==> src/rtl/piso_bit_serializer_if.sv <==
// Handshake and serial-side bundle for the PISO bit serializer.
// "master" is the side that supplies words and the advance enable.
// "slave" is the serializer itself.
interface piso_bit_serializer_if #(
    parameter int WIDTH = 8
);
    logic [WIDTH-1:0] in_data;
    logic             in_valid;
    logic             in_ready;
    logic             ser_en;
    logic             ser_out;
    logic             ser_valid;
    logic             ser_last;
    logic             busy;

    modport master (
        output in_data, in_valid, ser_en,
        input  in_ready, ser_out, ser_valid, ser_last, busy
    );

    modport slave (
        input  in_data, in_valid, ser_en,
        output in_ready, ser_out, ser_valid, ser_last, busy
    );
endinterface

==> src/rtl/piso_bit_serializer.sv <==
// Parallel-in / serial-out stage feeding the "101" sequence detector.
// A shifter emits one bit per enabled clock. A one-word hold register lets
// the next word queue up so consecutive words stream with no idle bit.
// Every output to the detector comes straight from a flop.
module piso_bit_serializer #(
    parameter int WIDTH     = 8,
    parameter bit MSB_FIRST = 1'b1
) (
    input  logic                  clk,
    input  logic                  rst,
    piso_bit_serializer_if.slave  bus
);
    localparam int CW = (WIDTH > 2) ? $clog2(WIDTH) : 1;

    typedef enum logic {IDLE, SHIFT} state_t;

    state_t           state_reg, state_next;
    logic [WIDTH-1:0] shift_reg, shift_next;
    logic [CW-1:0]    count_reg, count_next;
    logic [WIDTH-1:0] hold_reg, hold_next;
    logic             hold_full_reg, hold_full_next;
    logic             ser_out_reg, ser_out_next;
    logic             ser_valid_reg, ser_valid_next;
    logic             ser_last_reg, ser_last_next;
    logic             in_ready_reg, in_ready_next;

    logic             accept;
    logic             load_in;
    logic             load_held;
    logic [WIDTH-1:0] load_word;

    // Bit that goes out first for a freshly loaded word.
    function automatic logic head_bit(input logic [WIDTH-1:0] w);
        return MSB_FIRST ? w[WIDTH-1] : w[0];
    endfunction

    // Remaining bits after the head bit, moved into the head position.
    function automatic logic [WIDTH-1:0] drop_head(input logic [WIDTH-1:0] w);
        return MSB_FIRST ? (w << 1) : (w >> 1);
    endfunction

    // Next-state logic: advance, word boundary handling, and hold register fill.
    always_comb begin
        state_next     = state_reg;
        shift_next     = shift_reg;
        count_next     = count_reg;
        hold_next      = hold_reg;
        hold_full_next = hold_full_reg;
        ser_out_next   = ser_out_reg;
        ser_valid_next = ser_valid_reg;
        ser_last_next  = ser_last_reg;
        load_in        = 1'b0;
        load_held      = 1'b0;
        load_word      = bus.in_data;

        // in_ready is registered, so accept never depends on this cycle's state.
        accept = bus.in_valid & in_ready_reg;

        if (state_reg == SHIFT && bus.ser_en) begin
            if (!ser_last_reg) begin
                ser_out_next  = head_bit(shift_reg);
                shift_next    = drop_head(shift_reg);
                count_next    = count_reg + CW'(1);
                ser_last_next = (count_reg == CW'(WIDTH - 2));
            end else if (hold_full_reg) begin
                load_held = 1'b1;
            end else if (accept) begin
                load_in = 1'b1;
            end else begin
                state_next     = IDLE;
                count_next     = '0;
                ser_out_next   = 1'b0;
                ser_valid_next = 1'b0;
                ser_last_next  = 1'b0;
            end
        end else if (state_reg == IDLE && accept) begin
            load_in = 1'b1;
        end

        if (load_held) begin
            load_word = hold_reg;
        end

        // A new word puts its first bit on ser_out right away.
        if (load_in || load_held) begin
            state_next     = SHIFT;
            ser_out_next   = head_bit(load_word);
            shift_next     = drop_head(load_word);
            count_next     = '0;
            ser_valid_next = 1'b1;
            ser_last_next  = 1'b0;
        end

        if (load_held) begin
            hold_full_next = 1'b0;
        end

        // An accepted word that could not go to the shifter waits in hold.
        if (accept && !load_in) begin
            hold_next      = bus.in_data;
            hold_full_next = 1'b1;
        end

        in_ready_next = ~hold_full_next;
    end

    // State register. A reset discards both the word in flight and the held word.
    always_ff @(posedge clk or posedge rst) begin
        if (rst) begin
            state_reg     <= IDLE;
            shift_reg     <= '0;
            count_reg     <= '0;
            hold_reg      <= '0;
            hold_full_reg <= 1'b0;
            ser_out_reg   <= 1'b0;
            ser_valid_reg <= 1'b0;
            ser_last_reg  <= 1'b0;
            in_ready_reg  <= 1'b1;
        end else begin
            state_reg     <= state_next;
            shift_reg     <= shift_next;
            count_reg     <= count_next;
            hold_reg      <= hold_next;
            hold_full_reg <= hold_full_next;
            ser_out_reg   <= ser_out_next;
            ser_valid_reg <= ser_valid_next;
            ser_last_reg  <= ser_last_next;
            in_ready_reg  <= in_ready_next;
        end
    end

    assign bus.ser_out   = ser_out_reg;
    assign bus.ser_valid = ser_valid_reg;
    assign bus.ser_last  = ser_last_reg;
    assign bus.in_ready  = in_ready_reg;
    assign bus.busy      = ser_valid_reg | hold_full_reg;
endmodule

==> src/flat_wrapper.sv <==
// flat-port wrapper written by rule: the top's interface ports become plain ports
module piso_bit_serializer_flat 
#(
    parameter int WIDTH     = 8,
    parameter bit MSB_FIRST = 1'b1
)
  (clk, rst, bus_in_data, bus_in_valid, bus_ser_en, bus_in_ready, bus_ser_out, bus_ser_valid, bus_ser_last, bus_busy);
  piso_bit_serializer_if #(.WIDTH(WIDTH)) bus_i ();
  input  logic clk;
  input  logic rst;
  input wire logic [$bits(bus_i.in_data)-1:0] bus_in_data;
  input wire logic [$bits(bus_i.in_valid)-1:0] bus_in_valid;
  input wire logic [$bits(bus_i.ser_en)-1:0] bus_ser_en;
  output wire logic [$bits(bus_i.in_ready)-1:0] bus_in_ready;
  output wire logic [$bits(bus_i.ser_out)-1:0] bus_ser_out;
  output wire logic [$bits(bus_i.ser_valid)-1:0] bus_ser_valid;
  output wire logic [$bits(bus_i.ser_last)-1:0] bus_ser_last;
  output wire logic [$bits(bus_i.busy)-1:0] bus_busy;
  assign bus_i.in_data = bus_in_data;
  assign bus_i.in_valid = bus_in_valid;
  assign bus_i.ser_en = bus_ser_en;
  assign bus_in_ready = bus_i.in_ready;
  assign bus_ser_out = bus_i.ser_out;
  assign bus_ser_valid = bus_i.ser_valid;
  assign bus_ser_last = bus_i.ser_last;
  assign bus_busy = bus_i.busy;
  piso_bit_serializer #(.WIDTH(WIDTH), .MSB_FIRST(MSB_FIRST)) u_core (.clk(clk), .rst(rst), .bus(bus_i));
endmodule
==> config.mk <==
export PLATFORM = sky130hd
export DESIGN_NAME = piso_bit_serializer_flat
export DESIGN_NICKNAME = d
export VERILOG_FILES = /design/src/rtl/piso_bit_serializer_if.sv /design/src/rtl/piso_bit_serializer.sv /design/src/flat_wrapper.sv
export SDC_FILE = /design/constraint.sdc
export NUM_CORES = 1
export LEC_CHECK = 0
export ABC_AREA = 1
export CORE_ASPECT_RATIO = 1.1
export CORE_MARGIN = 2
export CORE_UTILIZATION = 30
export CTS_CLUSTER_DIAMETER = 80
export DETAILED_ROUTE_END_ITERATION = 6
export PLACE_DENSITY = 0.57
export SLEW_MARGIN = 20
export SYNTH_ARGS = -nofsm -noshare
export SYNTH_HDL_FRONTEND = slang
export SYNTH_SLANG_ARGS = --single-unit
export TNS_END_PERCENT = 10
==> constraint.sdc <==
create_clock -name clk -period 1.3 [get_ports clk]
set_input_delay 0.195 -clock clk [delete_from_list [all_inputs] [get_ports clk]]
set_output_delay 0.195 -clock clk [all_outputs]
set_load 0.01 [all_outputs]
## Yosys cells after proc, flatten, opt, wreduce, memory -nomap -nowiden

Index checks and enable logic that the tools add are counted.

| cells by class | value |
|---|---|
| add/subtract/negate cells | 1 |
| $mul | 0 |
| divide/modulo/power cells | 0 |
| order comparisons | 0 |
| equality and inequality tests | 6 |
| shifts and indexed selects | 0 |
| muxes and demuxes | 31 |
| bitwise logic cells | 4 |
| reductions and logical operators | 10 |

Operators by type and width:

| kind | count |
|---|---|
| $mux 8 | 4 |
| $mux 1 | 22 |
| $mux 3 | 5 |
| $ne 2x2->1 const B | 3 |
| $ne 3x3->1 const B | 2 |
| $reduce_and 4->1 | 1 |
| $reduce_bool 2->1 | 2 |
| $add 3x1->3 const B | 1 |
| $eq 3x3->1 const B | 1 |
| $logic_and 1x1->1 | 3 |
| $reduce_and 3->1 | 1 |
| $not 1->1 | 2 |
| $reduce_and 2->1 | 1 |
| $and 1x1->1 | 1 |
| $logic_not 1->1 | 1 |
| $logic_or 1x1->1 | 1 |
| $or 1x1->1 | 1 |

| word-level totals | value |
|---|---|
| bits in registers | 24 |
| bits in latches | 0 |
| RAM bits | 0 |
| bits in read-only memories | 0 |
| input port bits | 12 |
| output and inout bits | 5 |
| logic and storage cells | 60 |
| memories | 0 |

## Longest topological paths before layout

Gate-level depths: netlist of the first run.

| logic depth | value |
|---|---|
| depth in word-level cells | 9 |
| depth in mapped cells | 10 |
| depth with buffers taken out | 9 |

## Worst setup path before layout of the first run

OpenSTA, ideal clock, no wires.

| timing path | value |
|---|---|
| path type | reg-to-reg |
| from | register u_core.in_ready_reg (netlist: u_core.bus.in_ready) |
| to | register u_core.ser_out_reg (netlist: u_core.bus.ser_out) |
| library setup time | 0.124 ns |
| arrival time | 1.256 ns |
| required time | 1.176 ns |
| slack | -0.080 ns |
| stages on the path, launching flop included | 9 |
| path buffers | 1 |
| clock period less this slack | 1.380 ns |
| cells stage by stage | dfstp_2 -> nand2_1 -> inv_1 -> nand2_2 -> buf_4 -> nand3_1 -> inv_2 -> nand2_1 -> nand3_1 |

| on the way | value |
|---|---|
| word-level cells in the longest chain between the ends | 8 |
| elaborated cells on any way between the ends | 13 |
| classes of those cells | eq/ne (2); mux (6); bitwise (1); reduce/logical (4) |

Ends and longest elaborated chain:

| what | line | source |
|---|---|---|
| from (decl) | piso_bit_serializer.sv:25 | `logic in_ready_reg, in_ready_next;` |
| from (signal assigned) | piso_bit_serializer.sv:128 | `in_ready_reg <= in_ready_next;` |
| $and 1x1->1 (*) | piso_bit_serializer.sv:57 | `accept = bus.in_valid & in_ready_reg;` |
| $mux 1 | piso_bit_serializer.sv:67 | `end else if (accept) begin` |
| $mux 1 | piso_bit_serializer.sv:65 | `end else if (hold_full_reg) begin` |
| $mux 1 | piso_bit_serializer.sv:60 | `if (!ser_last_reg) begin` |
| $mux 1 | piso_bit_serializer.sv:59 | `if (state_reg == SHIFT && bus.ser_en) begin` |
| $logic_or 1x1->1 | piso_bit_serializer.sv:85 | `if (load_in \|\| load_held) begin` |
| $ne 3x3->1 (no source line) or $reduce_bool 2->1 (tied branches) | n/a |  |
| $reduce_and 3->1 (no source line) | n/a |  |
| to (signal assigned) | piso_bit_serializer.sv:125 | `ser_out_reg <= ser_out_next;` |
| to (decl) | piso_bit_serializer.sv:22 | `logic ser_out_reg, ser_out_next;` |

Every way passes the cells marked *; elsewhere a longest branch is shown, timed or not.
A chain may end at the register's enable or synchronous reset.

==> flow_summary_export.csv, run 1 <==
group,metric,value,unit
detailed_routing,drc,0,
die,io_pins,17,
logic_synthesis,synth-xor-area-share,0.00724,
power_and_ir_drop,power,1.25,mW
placement,pre_cts_ws,-0.276,ns
critical_path,worst_ep_arrival_time,1.13,ns
finish,fillers,403,
logic_synthesis,synth_top_cell_area_share,0.455,
timing,slew_headroom,0.764,
worst_hold_path,hold_path_class,"in -> async",
logic_synthesis,syn_nets,177,
logic_synthesis,yosysTopAreaCell,"dfrtp_1",
finish,layoutNonFillerInstCount,257,
timing,rsz0062_at_grt,"yes",
grt,grt_max_degree,24,
finish,final_nets,220,
clock_tree,path_clk_slew,0.09,ns
placement,globalplace.congestion,0.820,
grt,track_usage,0.134,
timing,tightest_slew,0.353,ns
logic_synthesis,syn_area,1210,um2
timing,fin_crit,1.33,ns
die,chipHeight,70.6,um
grt,grt_pass1_vias,1101,
detailed_routing,wl_per_cell,11.1,um
detailed_routing,vias_per_cell,4.31,
logic_synthesis,synth_area_leaders,"dfrtp_1, nand2_1, nand3_1",
critical_path,crit_type,"reg -> out",
timing,setup_viol,3,
timing,timing.fmax,754,MHz
die,dieArea,4560,um2
placement,port_buffers,16,
finish,final_util,0.458,
detailed_routing,routed_wirelength,2860,um
critical_path,cp_max_fo,4,
power_and_ir_drop,power_per_cell_area,701,nW/um2
finish,drive_above_1_share,0.288,
logic_synthesis,synth_cell_type_count,22,
logic_synthesis,synth-seq-cells,23,
critical_path,start_kind,"flip-flop",
detailed_routing,vias,1108,
timing,slew_violations,0,
timing,worst_slack,-0.0259,ns
logic_synthesis,synth-main-ff-cell,"dfrtp_1",
clock_tree,cts_tree,"yes",
power_and_ir_drop,irDropWorstVdd,451,uV
critical_path,cp-end-kind,"output port",
critical_path,required,1.11,ns
logic_synthesis,synthMuxAreaShare,0,
placement,hpwl,1950,um
clock_tree,clock_sinks,23,
outcome,violations,"setup timing",
timing,setup_tns,-0.0570,ns
power_and_ir_drop,p_leak,0.968,nW
logic_synthesis,synth_adder_area_share,0.0207,
logic_synthesis,synthArstFlopShare,1.00,
logic_synthesis,synth_warnings,0,
detailed_routing,dr.pass1.iters,4,
logic_synthesis,yosysMostFrequentCell,"nand2_1",
detailed_routing,postRouteAntennaNets,0,
run,cap_violations,0,
logic_synthesis,yosys-top-cells-count,"nand2_1, dfrtp_1, nand3_1, inv_1",
placement,place_inst,247,
logic_synthesis,syn_avg_cell_area,7.42,um2
clock_tree,htree_levels,1,
logic_synthesis,syn_inst,163,
detailed_routing,first_iter_violations,40,
timing,fin_crit_sh,1.02,
die,start_util,0.310,
placement,place_area,1570,um2
logic_synthesis,ys_seq_area_frac,0.477,
clock_tree,cts_buffers,3,
finish,area_growth,47.8,%
timing,finClkSkew,0.00475,ns
finish,fin_area,1790,um2
logic_synthesis,yosys.area_share.simple,0.357,
die,coreArea,3900,um2
die,die_x,64.6,um
clock_tree,root_buffer,"clkbuf_8",
clock_tree,cts.path.max_buffers,2,
grt,grt_pass1_wl,4790,um
logic_synthesis,synth_top_family_by_area,"simple AND/OR/NAND/NOR gates",
timing,hold_violations,0,
logic_synthesis,synth-compound-area-share,0.0558,
clock_tree,clk_latency,0.27,ns
grt,grt_overflow,0,
grt,antenna_found_initial,0,
die,rows,24,
timing,holdWs,0.238,ns
finish,n_antenna_cell,0,
finish,largest_reg_flops,8,
logic_synthesis,synth_edf_count,0,
outcome,outcome,"complete, but fails checks",
-- final timing paths --
| path | startpoint | end | slack (ns) | cells past startpoint |
|---|---|---|---|---|
| hold / removal | rst | u_core.shift_reg[3] | 0.24 | 3 |
| hold reg to reg | u_core.hold_reg[2] | u_core.hold_reg[2] | 0.49 | 2 |
| min in group clk | bus_ser_en | u_core.state_reg | 0.47 | 4 |
| setup / recovery | u_core.state_reg | bus_ser_valid | -0.03 | 2 |
| max in group asynchronous | rst | u_core.bus.in_ready | 0.83 | 3 |
| setup reg to reg | u_core.state_reg | u_core.bus.ser_out | -0.01 | 7 |
-- metal layers --
layer | vias up | GRT usage | wire (um)
li1 | 591 | - | -
met1 | 493 | 0.176 | 1340
met2 | 20 | 0.223 | 1400
met3 | 4 | 0.0143 | 58
met4 | 0 | 0.0638 | 63
met5 | - | 0 | 0
-- final cells by class --
type | instances | area [um2] | share of cell area
Timing Repair Buffer | 43 | 399 | 0.223
Clock buffer | 3 | 41.3 | 0.0231
Multi-Input combinational cell | 118 | 634 | 0.355
Clock inverter | 1 | 5.00 | 0.00280
Sequential cell | 23 | 577 | 0.323
Tap cell | 52 | 65.1 | 0.0364
Inverter | 17 | 66.3 | 0.0371
-- power by group --
part	leakage, nW	switching, mW	internal, mW
logic	0.640	0.0362	0.0418
clock network	0.0255	0.247	0.215
registers	0.302	0	0.715
total	0.968	0.283	0.971
-- cells in the final DEF (no fill, tap or decap), types with 2 or more instances in the layout --
cell type | synthesis | routed
nand3_2 | 1 | 5
nand3_1 | 15 | 10
buf_4 | 2 | 18
dlygate4sd2_1 | 0 | 3
inv_1 | 14 | 13
o21ai_0 | 5 | 3
ha_1 | 2 | 2
o21ai_1 | 5 | 6
inv_2 | 3 | 3
a21oi_1 | 2 | 2
buf_6 | 1 | 8
clkbuf_8 | 0 | 3
nand2_4 | 0 | 2
nor2_1 | 5 | 5
clkdlybuf4s50_1 | 0 | 10
nand2_2 | 2 | 8
nand2_1 | 74 | 65
dfrtp_1 | 22 | 22
nor2_4 | 0 | 2
-- timing repair --
action | in CTS | in global routing
hold buffers | 0 | 0
setup endpoints to repair | 21 | 24
buffers inserted | 1 | 4
pin swaps | 0 | 10
gates resized for setup | 14 | 30
gates cloned | 0 | 1
-- logic make-up after synthesis --
kind of cell	after synthesis
compound gates	13
xor+xnor	1
fa+ha+maj	2
buf+inv	22
flops	23
simple gates	102
-- critical path: stages, from the launching register on --
cell	delay (ns)
dfrtp_1	0.43
buf_4	0.16
dlygate4sd2_1	0.28
(Power assumes the default switching activity.)
==> inputs of run 2 (changes only) <==
==> constraint.sdc (replaced) <==
create_clock -name clk -period 1.3 [get_ports clk]
set_input_delay 0.195 -clock clk [delete_from_list [all_inputs] [get_ports clk]]
set_output_delay 0.195 -clock clk [all_outputs]
set_load 0.1 [all_outputs]
==> flow_summary_export.csv, run 2 (synthesis results as in run 1) <==
group,metric,value,unit
outcome,outcome,"complete, but fails checks",
outcome,violations,"setup timing",
placement,port_buffers,16,
critical_path,cpMaxStageDelayCell,"dfrtp_4",
timing,rsz0062_at_grt,"yes",
power_and_ir_drop,p_leak,0.979,nW
critical_path,cp-end-kind,"output port",
critical_path,r2r_slack,-0.02,ns
critical_path,crit_path_max_incr_delay,0.50,ns
grt,grt_overflow,0,
clock_tree,path_clk_slew,0.09,ns
clock_tree,cts_tree,"yes",
finish,n_antenna_cell,0,
timing,tightest_slew,0.352,ns
worst_hold_path,hold_path_class,"in -> async",
timing,finClkSkew,0.00815,ns
timing,worst_slack,-0.0769,ns
timing,slew_violations,0,
die,io_pins,17,
detailed_routing,routed_wirelength,2790,um
finish,area_growth,56.5,%
clock_tree,clk_latency,0.27,ns
grt,grt_max_degree,24,
clock_tree,cts.path.max_buffers,2,
die,chipHeight,70.6,um
grt,track_usage,0.134,
detailed_routing,wl_per_cell,10.9,um
grt,antenna_found_initial,0,
detailed_routing,dr.pass1.iters,4,
finish,layoutNonFillerInstCount,256,
die,start_util,0.310,
clock_tree,clock_sinks,23,
finish,final_nets,219,
placement,hpwl,1960,um
critical_path,rr_endpoint,"u_core.bus.ser_out",
timing,holdWs,0.236,ns
finish,mostFrequentLayoutCells,"nand2_1, dfrtp_1, buf_4, inv_1, nand3_1",
clock_tree,htree_levels,1,
critical_path,path_cells,"or2_4 -> buf_12",
die,dieArea,4560,um2
critical_path,required,1.11,ns
finish,layout.cells.most_common,"nand2_1",
die,coreArea,3900,um2
grt,grt_pass1_vias,1107,
timing,setup_viol,11,
critical_path,regToRegStartpoint,"u_core.state_reg",
timing,fin_crit,1.38,ns
finish,final_util,0.485,
power_and_ir_drop,power_per_cell_area,664,nW/um2
timing,setup_tns,-0.307,ns
placement,globalplace.congestion,0.772,
clock_tree,root_buffer,"clkbuf_8",
timing,hold_violations,0,
clock_tree,cts_buffers,3,
timing,timing.fmax,726,MHz
run,cap_violations,0,
finish,largest_reg_flops,8,
placement,place_inst,244,
grt,grt_pass1_wl,4840,um
critical_path,start_kind,"flip-flop",
critical_path,crit_type,"reg -> out",
timing,slew_headroom,0.765,
power_and_ir_drop,irDropWorstVdd,418,uV
critical_path,cp_max_fo,3,
detailed_routing,drc,0,
detailed_routing,postRouteAntennaNets,0,
finish,drive_above_1_share,0.309,
critical_path,reg2regPathDepth,8,
die,die_x,64.6,um
detailed_routing,first_iter_violations,33,
detailed_routing,vias,1134,
die,rows,24,
detailed_routing,vias_per_cell,4.43,
timing,fin_crit_sh,1.06,
critical_path,worst_ep_arrival_time,1.18,ns
run 2: cell types whose count changed in the layout (fill, tap and decap cells not counted), sizes merged:
cell	before	now
clkdlybuf4s15	1	0
dlymetal6s2s	1	0
dlygate4sd2	3	1
buf	28	31
run 2: metal layers:
layer	part of all wire	vias to the layer above	track usage	wire length (um)
met5	0	-	0	0
met4	0.023	0	0.0567	63
met3	0.024	7	0.0143	66
met2	0.51	17	0.238	1430
met1	0.44	522	0.165	1220
li1	-	588	-	-
run 2: layout make-up:
cell class                      count  area (um2)
Clock inverter                      1        5.00
Clock buffer                        3        41.3
Sequential cell                    23         589
Tap cell                           52        65.1
Inverter                           17        76.3
Multi-Input combinational cell    118         653
Fill cell                         393        2010
Timing Repair Buffer               42         463
run 2: how the worst max path moves through the flow:
stage | startpoint | to | cells past startpoint
global placement | bus_ser_en | u_core.shift_reg[5] | 9
detailed placement | bus_ser_en | u_core.shift_reg[5] | 10
finish | u_core.state_reg | bus_busy | 2
CTS | u_core.state_reg | bus_busy | 2
floorplan | u_core.bus.in_ready | u_core.bus.ser_out | 8
global route | u_core.state_reg | u_core.shift_reg[7] | 10
run 2: metrics by stage:
stage	area [um2]	power, mW	worst slack [ns]
floorplan	1270	0.752	-0.202
global placement	1650	0.805	-0.279
detailed placement	1650	0.805	-0.285
CTS	1780	1.26	-0.0678
global route	1890	1.29	-0.137
finish	1890	1.26	-0.0769
run 2: critical path, delay by kind of cell (launching register included):
family,cells,cell delay (ns)
and+or+nand+nor,1,0.24
DFF,1,0.50
buffers and inverters,1,0.16
run 2: repair_timing:
action	CTS	global route
pin swaps	3	6
hold buffers	0	0
setup buffers	3	7
resized for setup	17	19
endpoints found under the setup margin	20	26
run 2: power by group:
| group | internal, mW | switching [mW] |
|---|---|---|
| clock | 0.215 | 0.252 |
| combinational | 0.0400 | 0.0359 |
| sequential | 0.715 | 0 |
